### config.mk
export PLATFORM = sky130hd
export DESIGN_NAME = perf_counter_unit_flat
export DESIGN_NICKNAME = d
export VERILOG_FILES = /design/src/rtl/perf_counter_unit_if.sv /design/src/rtl/perf_counter_unit.sv /design/src/flat_wrapper.sv
export SDC_FILE = /design/constraint.sdc
export NUM_CORES = 2
export LEC_CHECK = 0
export CAP_MARGIN = 25
export CELL_PAD_IN_SITES_DETAIL_PLACEMENT = 0
export CELL_PAD_IN_SITES_GLOBAL_PLACEMENT = 1
export CORE_AREA = 2 2 747 749
export DETAILED_ROUTE_END_ITERATION = 16
export DIE_AREA = 0 0 749 751
export GPL_ROUTABILITY_DRIVEN = 0
export PLACE_DENSITY = 0.52
export SYNTH_ARGS = -nofsm -noshare
export SYNTH_HDL_FRONTEND = slang
export SYNTH_SLANG_ARGS = --single-unit
export TNS_END_PERCENT = 50
### constraint.sdc
create_clock -name clock -period 81 [get_ports clock]
set_clock_uncertainty 0.2 [all_clocks]
set_input_delay 16.2 -clock clock [delete_from_list [all_inputs] [get_ports clock]]
set_output_delay 16.2 -clock clock [all_outputs]
set_load 0.01 [all_outputs]
### src/rtl/perf_counter_unit_if.sv
// Event inputs and counter outputs of perf_counter_unit, grouped as one bundle.
// The profiled core side drives through master; the counter unit sits on slave.
interface perf_counter_unit_if #(
    parameter int NUM_WARPS     = 8,
    parameter int COUNTER_WIDTH = 64,
    parameter int RETIRE_WIDTH  = 4
);
    logic                               start;
    logic                               done;
    logic                               clear;
    logic [RETIRE_WIDTH-1:0]            retire_count;
    logic                               eligible;
    logic                               issued;
    logic [NUM_WARPS-1:0]               warp_decoded;
    logic [NUM_WARPS-1:0]               warp_stall_waw;
    logic [NUM_WARPS-1:0]               warp_stall_war;

    logic                               finished;
    logic [COUNTER_WIDTH-1:0]           instRetired;
    logic [COUNTER_WIDTH-1:0]           cycles;
    logic [COUNTER_WIDTH-1:0]           cyclesDecoded;
    logic [COUNTER_WIDTH-1:0]           cyclesEligible;
    logic [COUNTER_WIDTH-1:0]           cyclesIssued;
    logic [NUM_WARPS*COUNTER_WIDTH-1:0] perWarp_cyclesDecoded;
    logic [NUM_WARPS*COUNTER_WIDTH-1:0] perWarp_stallsWAW;
    logic [NUM_WARPS*COUNTER_WIDTH-1:0] perWarp_stallsWAR;

    modport master (
        output start, done, clear, retire_count, eligible, issued,
               warp_decoded, warp_stall_waw, warp_stall_war,
        input  finished, instRetired, cycles, cyclesDecoded, cyclesEligible,
               cyclesIssued, perWarp_cyclesDecoded, perWarp_stallsWAW, perWarp_stallsWAR
    );

    modport slave (
        input  start, done, clear, retire_count, eligible, issued,
               warp_decoded, warp_stall_waw, warp_stall_war,
        output finished, instRetired, cycles, cyclesDecoded, cyclesEligible,
               cyclesIssued, perWarp_cyclesDecoded, perWarp_stallsWAW, perWarp_stallsWAR
    );
endinterface

### src/rtl/perf_counter_unit.sv
// Saturating performance counters for one profiling run (IDLE -> RUN -> DONE).
// All outputs come straight from registers; events count only while in RUN.
module perf_counter_unit #(
    parameter int NUM_WARPS     = 8,
    parameter int COUNTER_WIDTH = 64,
    parameter int RETIRE_WIDTH  = 4
) (
    input logic                clock,
    input logic                reset,
    perf_counter_unit_if.slave bus
);
    localparam int CW = COUNTER_WIDTH;
    localparam int RW = RETIRE_WIDTH;
    localparam int SW = ((CW > RW) ? CW : RW) + 1;

    localparam logic [1:0] IDLE = 2'd0;
    localparam logic [1:0] RUN  = 2'd1;
    localparam logic [1:0] DONE = 2'd2;

    function automatic logic [CW-1:0] sat_add(input logic [CW-1:0] acc, input logic [RW-1:0] inc);
        logic [SW-1:0] sum;
        logic [CW-1:0] res;
        sum = SW'(acc) + SW'(inc);
        if (sum > SW'({CW{1'b1}}))
            res = {CW{1'b1}};
        else
            res = sum[CW-1:0];
        return res;
    endfunction

    logic [1:0]    state_p0;
    logic          fin_p0;
    logic          vld_p0;
    logic [CW-1:0] inst_p0;
    logic [CW-1:0] cyc_p0;
    logic [CW-1:0] cdec_p0;
    logic [CW-1:0] celig_p0;
    logic [CW-1:0] ciss_p0;
    logic [CW-1:0] wdec_p0 [NUM_WARPS];
    logic [CW-1:0] wwaw_p0 [NUM_WARPS];
    logic [CW-1:0] wwar_p0 [NUM_WARPS];

    assign vld_p0 = (state_p0 == RUN);

    // Stage p0: state and counters; reset and clear have the same effect
    always_ff @(posedge clock) begin
        if (reset || bus.clear) begin
            state_p0 <= IDLE;
            fin_p0   <= 1'b0;
            inst_p0  <= '0;
            cyc_p0   <= '0;
            cdec_p0  <= '0;
            celig_p0 <= '0;
            ciss_p0  <= '0;
            for (int i = 0; i < NUM_WARPS; i++) begin
                wdec_p0[i] <= '0;
                wwaw_p0[i] <= '0;
                wwar_p0[i] <= '0;
            end
        end else begin
            case (state_p0)
                IDLE: if (bus.start) state_p0 <= RUN;
                RUN: begin
                    if (bus.done) begin
                        state_p0 <= DONE;
                        fin_p0   <= 1'b1;
                    end
                end
                default: ;
            endcase

            // Counting is gated on RUN so unknown inputs elsewhere never reach the counters
            if (vld_p0) begin
                cyc_p0   <= sat_add(cyc_p0, RW'(1'b1));
                inst_p0  <= sat_add(inst_p0, bus.retire_count);
                cdec_p0  <= sat_add(cdec_p0, RW'(|bus.warp_decoded));
                celig_p0 <= sat_add(celig_p0, RW'(bus.eligible));
                ciss_p0  <= sat_add(ciss_p0, RW'(bus.issued));
                for (int i = 0; i < NUM_WARPS; i++) begin
                    wdec_p0[i] <= sat_add(wdec_p0[i], RW'(bus.warp_decoded[i]));
                    wwaw_p0[i] <= sat_add(wwaw_p0[i], RW'(bus.warp_stall_waw[i]));
                    wwar_p0[i] <= sat_add(wwar_p0[i], RW'(bus.warp_stall_war[i]));
                end
            end
        end
    end

    assign bus.finished       = fin_p0;
    assign bus.instRetired    = inst_p0;
    assign bus.cycles         = cyc_p0;
    assign bus.cyclesDecoded  = cdec_p0;
    assign bus.cyclesEligible = celig_p0;
    assign bus.cyclesIssued   = ciss_p0;

    for (genvar g = 0; g < NUM_WARPS; g++) begin : g_pack
        assign bus.perWarp_cyclesDecoded[g*CW +: CW] = wdec_p0[g];
        assign bus.perWarp_stallsWAW[g*CW +: CW]     = wwaw_p0[g];
        assign bus.perWarp_stallsWAR[g*CW +: CW]     = wwar_p0[g];
    end
endmodule

### src/flat_wrapper.sv
// flat-port wrapper written by rule: the top's interface ports become plain ports
module perf_counter_unit_flat 
#(
    parameter int NUM_WARPS     = 8,
    parameter int COUNTER_WIDTH = 64,
    parameter int RETIRE_WIDTH  = 4
)
  (clock, reset, bus_start, bus_done, bus_clear, bus_retire_count, bus_eligible, bus_issued, bus_warp_decoded, bus_warp_stall_waw, bus_warp_stall_war, bus_finished, bus_instRetired, bus_cycles, bus_cyclesDecoded, bus_cyclesEligible, bus_cyclesIssued, bus_perWarp_cyclesDecoded, bus_perWarp_stallsWAW, bus_perWarp_stallsWAR);
  perf_counter_unit_if #(.NUM_WARPS(NUM_WARPS), .COUNTER_WIDTH(COUNTER_WIDTH), .RETIRE_WIDTH(RETIRE_WIDTH)) bus_i ();
  input logic clock;
  input logic reset;
  input wire logic [$bits(bus_i.start)-1:0] bus_start;
  input wire logic [$bits(bus_i.done)-1:0] bus_done;
  input wire logic [$bits(bus_i.clear)-1:0] bus_clear;
  input wire logic [$bits(bus_i.retire_count)-1:0] bus_retire_count;
  input wire logic [$bits(bus_i.eligible)-1:0] bus_eligible;
  input wire logic [$bits(bus_i.issued)-1:0] bus_issued;
  input wire logic [$bits(bus_i.warp_decoded)-1:0] bus_warp_decoded;
  input wire logic [$bits(bus_i.warp_stall_waw)-1:0] bus_warp_stall_waw;
  input wire logic [$bits(bus_i.warp_stall_war)-1:0] bus_warp_stall_war;
  output wire logic [$bits(bus_i.finished)-1:0] bus_finished;
  output wire logic [$bits(bus_i.instRetired)-1:0] bus_instRetired;
  output wire logic [$bits(bus_i.cycles)-1:0] bus_cycles;
  output wire logic [$bits(bus_i.cyclesDecoded)-1:0] bus_cyclesDecoded;
  output wire logic [$bits(bus_i.cyclesEligible)-1:0] bus_cyclesEligible;
  output wire logic [$bits(bus_i.cyclesIssued)-1:0] bus_cyclesIssued;
  output wire logic [$bits(bus_i.perWarp_cyclesDecoded)-1:0] bus_perWarp_cyclesDecoded;
  output wire logic [$bits(bus_i.perWarp_stallsWAW)-1:0] bus_perWarp_stallsWAW;
  output wire logic [$bits(bus_i.perWarp_stallsWAR)-1:0] bus_perWarp_stallsWAR;
  assign bus_i.start = bus_start;
  assign bus_i.done = bus_done;
  assign bus_i.clear = bus_clear;
  assign bus_i.retire_count = bus_retire_count;
  assign bus_i.eligible = bus_eligible;
  assign bus_i.issued = bus_issued;
  assign bus_i.warp_decoded = bus_warp_decoded;
  assign bus_i.warp_stall_waw = bus_warp_stall_waw;
  assign bus_i.warp_stall_war = bus_warp_stall_war;
  assign bus_finished = bus_i.finished;
  assign bus_instRetired = bus_i.instRetired;
  assign bus_cycles = bus_i.cycles;
  assign bus_cyclesDecoded = bus_i.cyclesDecoded;
  assign bus_cyclesEligible = bus_i.cyclesEligible;
  assign bus_cyclesIssued = bus_i.cyclesIssued;
  assign bus_perWarp_cyclesDecoded = bus_i.perWarp_cyclesDecoded;
  assign bus_perWarp_stallsWAW = bus_i.perWarp_stallsWAW;
  assign bus_perWarp_stallsWAR = bus_i.perWarp_stallsWAR;
  perf_counter_unit #(.NUM_WARPS(NUM_WARPS), .COUNTER_WIDTH(COUNTER_WIDTH), .RETIRE_WIDTH(RETIRE_WIDTH)) u_core (.clock(clock), .reset(reset), .bus(bus_i));
endmodule
**Yosys cells after proc, flatten, opt, wreduce, memory -nomap -nowiden**

Memories as Yosys holds them, arrays and structs flattened.
Index checks and enable logic that the tools add are counted.

- Add/subtract/negate cells: 29
- Multipliers: 0
- Div/mod/pow operators: 0
- $lt $le $gt $ge: 29
- Equality and inequality tests: 3
- Shifts and indexed selects: 0
- Muxes and demuxes: 109
- Bitwise logic cells: 24
- Reduce and logical (&&, ||, !) cells: 6

Operators with widths:

| cell | count |
|---|---|
| $mux W64 | 101 |
| $gt A65 B64 Y1 const B | 29 |
| $add A64 B1 Y65 | 27 |
| $add A64 B1 Y65 const B | 1 |
| $add A64 B4 Y65 | 1 |
| $or A1 B1 Y1 | 24 |
| $reduce_or A8 Y1 | 1 |
| $mux W1 | 5 |
| $mux W2 | 2 |
| $ne A2 B2 Y1 const B | 2 |
| $pmux W2 S2 | 1 |
| $reduce_and A3 Y1 | 1 |
| $eq A2 B1 Y1 const B | 1 |
| $logic_not A2 Y1 | 1 |
| $reduce_and A2 Y1 | 1 |
| $reduce_bool A2 Y1 | 1 |
| $logic_or A1 B1 Y1 | 1 |

- Register bits after elaboration: 323
- Bits in latches: 0
- Memory bits (writable): 1536
- Bits in read-only memories: 0
- Bits of input ports: 35
- Output and inout port bits: 1857
- Word-level logic and storage cells: 210
- Memories: 3

Memories:

| memory | depth | bits a word | read ports | clocked after memory_dff | wr ports | line | text |
|---|---|---|---|---|---|---|---|
| u_core.wdec_p0 | 8 | 64 | 8 | 0 | 8 | perf_counter_unit.sv:39 | `logic [CW-1:0] wdec_p0 [NUM_WARPS];` |
| u_core.wwar_p0 | 8 | 64 | 8 | 0 | 8 | perf_counter_unit.sv:41 | `logic [CW-1:0] wwar_p0 [NUM_WARPS];` |
| u_core.wwaw_p0 | 8 | 64 | 8 | 0 | 8 | perf_counter_unit.sv:40 | `logic [CW-1:0] wwaw_p0 [NUM_WARPS];` |

**Depth between registers and ports, before layout**

- Word-level depth: 6
- Mapped depth: 15
- Mapped depth without buffers: 13

**Worst setup path after synthesis**

Ideal clock, no wire load.

- Kind: input to register
- From: input port bus_clear
- To: memory u_core.wdec_p0[0][0] (netlist name) (enable)
- Arrival time: 41.843 ns
- Data required time: 70.442 ns
- Setup slack: 28.599 ns
- Cell stages on the path: 4
- Buffers on the path: 2
- Cells stage by stage: nor2_1 clkbuf_1 clkbuf_1 nand2_1

RTL lines:

| element | line | text |
|---|---|---|
| start: declaration | flat_wrapper.sv:14 | `input wire logic [$bits(bus_i.clear)-1:0] bus_clear;` |
| end: declaration | perf_counter_unit.sv:39 |  |

==> results_dict.tcl <==
set metrics [dict create \
    initial_utilization 0.181 \
    ios 1892 \
    grt_pass1_vias 84200 \
    netlist_area_sq_mm 0.100 \
    cap_violations 0 \
    layout-drive-gt1-share 0.0492 \
    yosys_warnings 0 \
    htreeDepth 5 \
    portBuffers 1891 \
    worstPathCellList "clkdlybuf4s50_1, nor2_4, buf_4, nand2_4, buf_4, buf_4, buf_4, buf_4, buf_4, buf_12, buf_4" \
    cts_setup_buffers 0 \
    insertion_delay_ns 0.93 \
    grt_use_met2 0.256 \
    slowest_delay_ns 0.81 \
    holdWs_ns 0.279 \
    ctsResizeCount 0 \
    core.rowCount 274 \
    ys_ff_latch 1859 \
    leakagePower_uw 0.0429 \
    drtIter0Drc 6587 \
    status "complete, no violations" \
    rsz0062_at_grt "no" \
    firstDrtPassIters 5 \
    core_sq_mm 0.555 \
    synth_cell_types 75 \
    crit_fanout 144 \
    cp-end-kind "flop" \
    layout_min_cycle_time_ns 23.03 \
    fin_area_sq_mm 0.136 \
    overflow 0 \
    maxSlewHeadroom 0.257 \
    syn_avg_cell_area_sq_um 9.88 \
    cts_buffer_depth 4 \
    start_kind "input port" \
    dpl_cell_area_sq_mm 0.128 \
    cts-root-buf "clkbuf_16" \
    cts_made_buffers 264 \
    ir_drop_uv 14.8 \
    crit_top_cell "buf_4" \
    wire_per_inst_um 24.6 \
    die_w_um 749 \
    grt_pass1_wl_mm 669 \
    grt_max_degree 145 \
    r2r_start "u_core.state_p0[1]" \
    yosysSeqAreaShare 0.525 \
    via_count 87500 \
    cts_tree "yes" \
    busiest_layer "met2" \
    worst_pin_slew_ns 1.10 \
    syn-num-nets 10200 \
    grt.total_usage 0.160 \
    layout_setup_ws_ns 57.97 \
    hpwl_mm 358 \
    arrival_ns 23.33 \
    synthArstFlopShare 0 \
    cp.required_ns 81.30 \
    yosys_most_used_dff "edfxtp_1" \
    final-setup-viol-count 0 \
    final.period_utilization 0.284 \
    antenna_found_initial 20 \
    crit_start "bus_clear" \
    slew_viol_final 0 \
    dieArea_sq_mm 0.562 \
    tns_ns 0 \
    regArea_sq_mm 0.0526 \
    viasPerCell 4.50 \
    powerDensity_mw_per_mm2 18.6 \
    use_met3 0.0525 \
    slowest_stage "buf_4" \
    finalNetCount 12000 \
    synth-edff-count 1536 \
    detail_route.wirelength_mm 478 \
    min_from "u_core.bus.instRetired[3]" \
    clock-sinks 1859 \
    ctsHoldBuffers 0 \
    place_ws_ns 56.94 \
    hp-class "reg2reg" \
    max_freq_ghz 0.0434 \
    ant_nets 0 \
    syn_inst 10100 \
    met1_usage 0.201 \
    clk_pin_slew_ns 0.05 \
    die_h_um 751 \
    hold_viol_final 0 \
    multiInputGateArea_sq_mm 0.0452 \
    drc 0 \
    synthToLayoutAreaGrowth_pct 35.8 \
    path_class "in2reg" \
    fillerInstances 59800 \
]
## kinds of logic after synthesis
| kind of cell | share of synthesized area |
|---|---|
| simple gates | 0.195 |
| compound gates | 0.122 |
| flops | 0.525 |
| xor+xnor | 0.123 |
| buf+inv | 0.0263 |
| fa+ha+maj | 0.00769 |
| mux | 0.00170 |
## worst paths after layout
check	end	slack, ns	cells after the start
worst min-delay path	u_core.bus.instRetired[3]	0.28	2
worst max-delay path	u_core.wdec_p0[0][64]	57.97	11
worst max register to register	u_core.wdec_p0[0][64]	73.84	9
worst min register to register	u_core.bus.instRetired[3]	0.28	2
## per-layer routing
layer / wire length (um) / share of wire
met4: 19700 / 0.041
met5: 28 / 0.000059
met3: 38500 / 0.081
met2: 218000 / 0.46
met1: 201000 / 0.42
## flip-flops by register name, indices dropped and copies added, names as in the netlist, 2 cells and up
| signal | cells |
|---|---|
| u_core.state_p0 | 2 |
| u_core.bus.cyclesIssued | 64 |
| u_core.wwar_p0 | 512 |
| u_core.bus.cycles | 64 |
| u_core.bus.cyclesEligible | 64 |
| u_core.wdec_p0 | 512 |
| u_core.bus.cyclesDecoded | 64 |
| u_core.bus.instRetired | 64 |
| u_core.wwaw_p0 | 512 |
## where the power goes
| group | internal (uW) | switching, uW |
|---|---|---|
| sequential | 1080 | 60.0 |
| clock | 669 | 501 |
| combinational | 95.6 | 127 |
| total | 1850 | 688 |
## cells in the mapped netlist (all sizes together) (5+ instances only)
library cell	n	area, sq um
nand2	877	3290
a21oi	1650	8260
nor3b	14	105
a211o	14	123
xnor2	476	4170
edfxtp	1536	46100
ha	60	751
nor2	741	2780
and3	445	2780
or4	25	188
nand3b	6	45.0
nor2b	35	219
a41oi	14	123
o211a	24	240
clkbuf	467	1750
nor4b	7	61.3
or2	29	181
and2	92	576
mux2i	17	170
nand2b	24	150
o221a	9	101
a311oi	82	718
and4	122	1070
a31oi	105	657
nand4	325	2040
and4b	8	80.1
nor3	221	1110
a41o	5	50.1
o22ai	31	194
or3	45	287
inv	177	664
buf	48	216
xor2	928	8130
o31ai	6	45.0
dfxtp	323	6470
o21a	11	82.6
nand3	746	3740
a211oi	62	475
o21ai	185	926
a21o	5	37.5
nor4	103	676
nand4b	5	43.8
## final cells by class
type / count / area share
timing repair buffer: 2035 / 0.148
multi-input combinational: 7585 / 0.332
inverter: 178 / 0.00491
clock buffer: 345 / 0.0525
antenna: 7 / 0.000129
tap: 7314 / 0.0672
clock inverter: 124 / 0.00919
sequential: 1859 / 0.386
## metrics by stage
| step | total power (uW) | cells | util |
|---|---|---|---|
| floorplan | 1290 | 10100 | - |
| global placement | 1390 | 19000 | 0.230 |
| detailed placement | 1380 | 19000 | 0.230 |
| CTS | 2580 | 19400 | 0.245 |
| global route | 2620 | 19400 | 0.245 |
| finish | 2530 | 19400 | 0.245 |
## critical path: cells and delay by family
| kind | cells | cell delay, ns |
|---|---|---|
| buf+inv | 9 | 5.87 |
| simple gates | 2 | 0.59 |
## cells in the final DEF, fill, tap and decap left out, types with 60 or more instances in the layout
master	synthesis	routed
nand2_1	877	874
nand3_1	745	735
a211oi_1	60	60
a21oi_1	1650	1650
and2_1	89	89
clkbuf_16	0	270
nand4_1	324	324
edfxtp_1	1536	1536
nor3_1	220	217
o21ai_0	183	183
ha_1	60	60
nor2_1	741	737
a311oi_1	82	82
clkbuf_1	466	64
xor2_1	928	928
dfxtp_1	323	323
inv_1	177	177
a31oi_1	105	105
clkdlybuf4s50_1	0	1891
nor4_1	98	90
xnor2_1	476	476
buf_4	1	137
and3_1	445	445
and4_1	122	122
No activity file was read; power rests on OpenSTA's default activity.
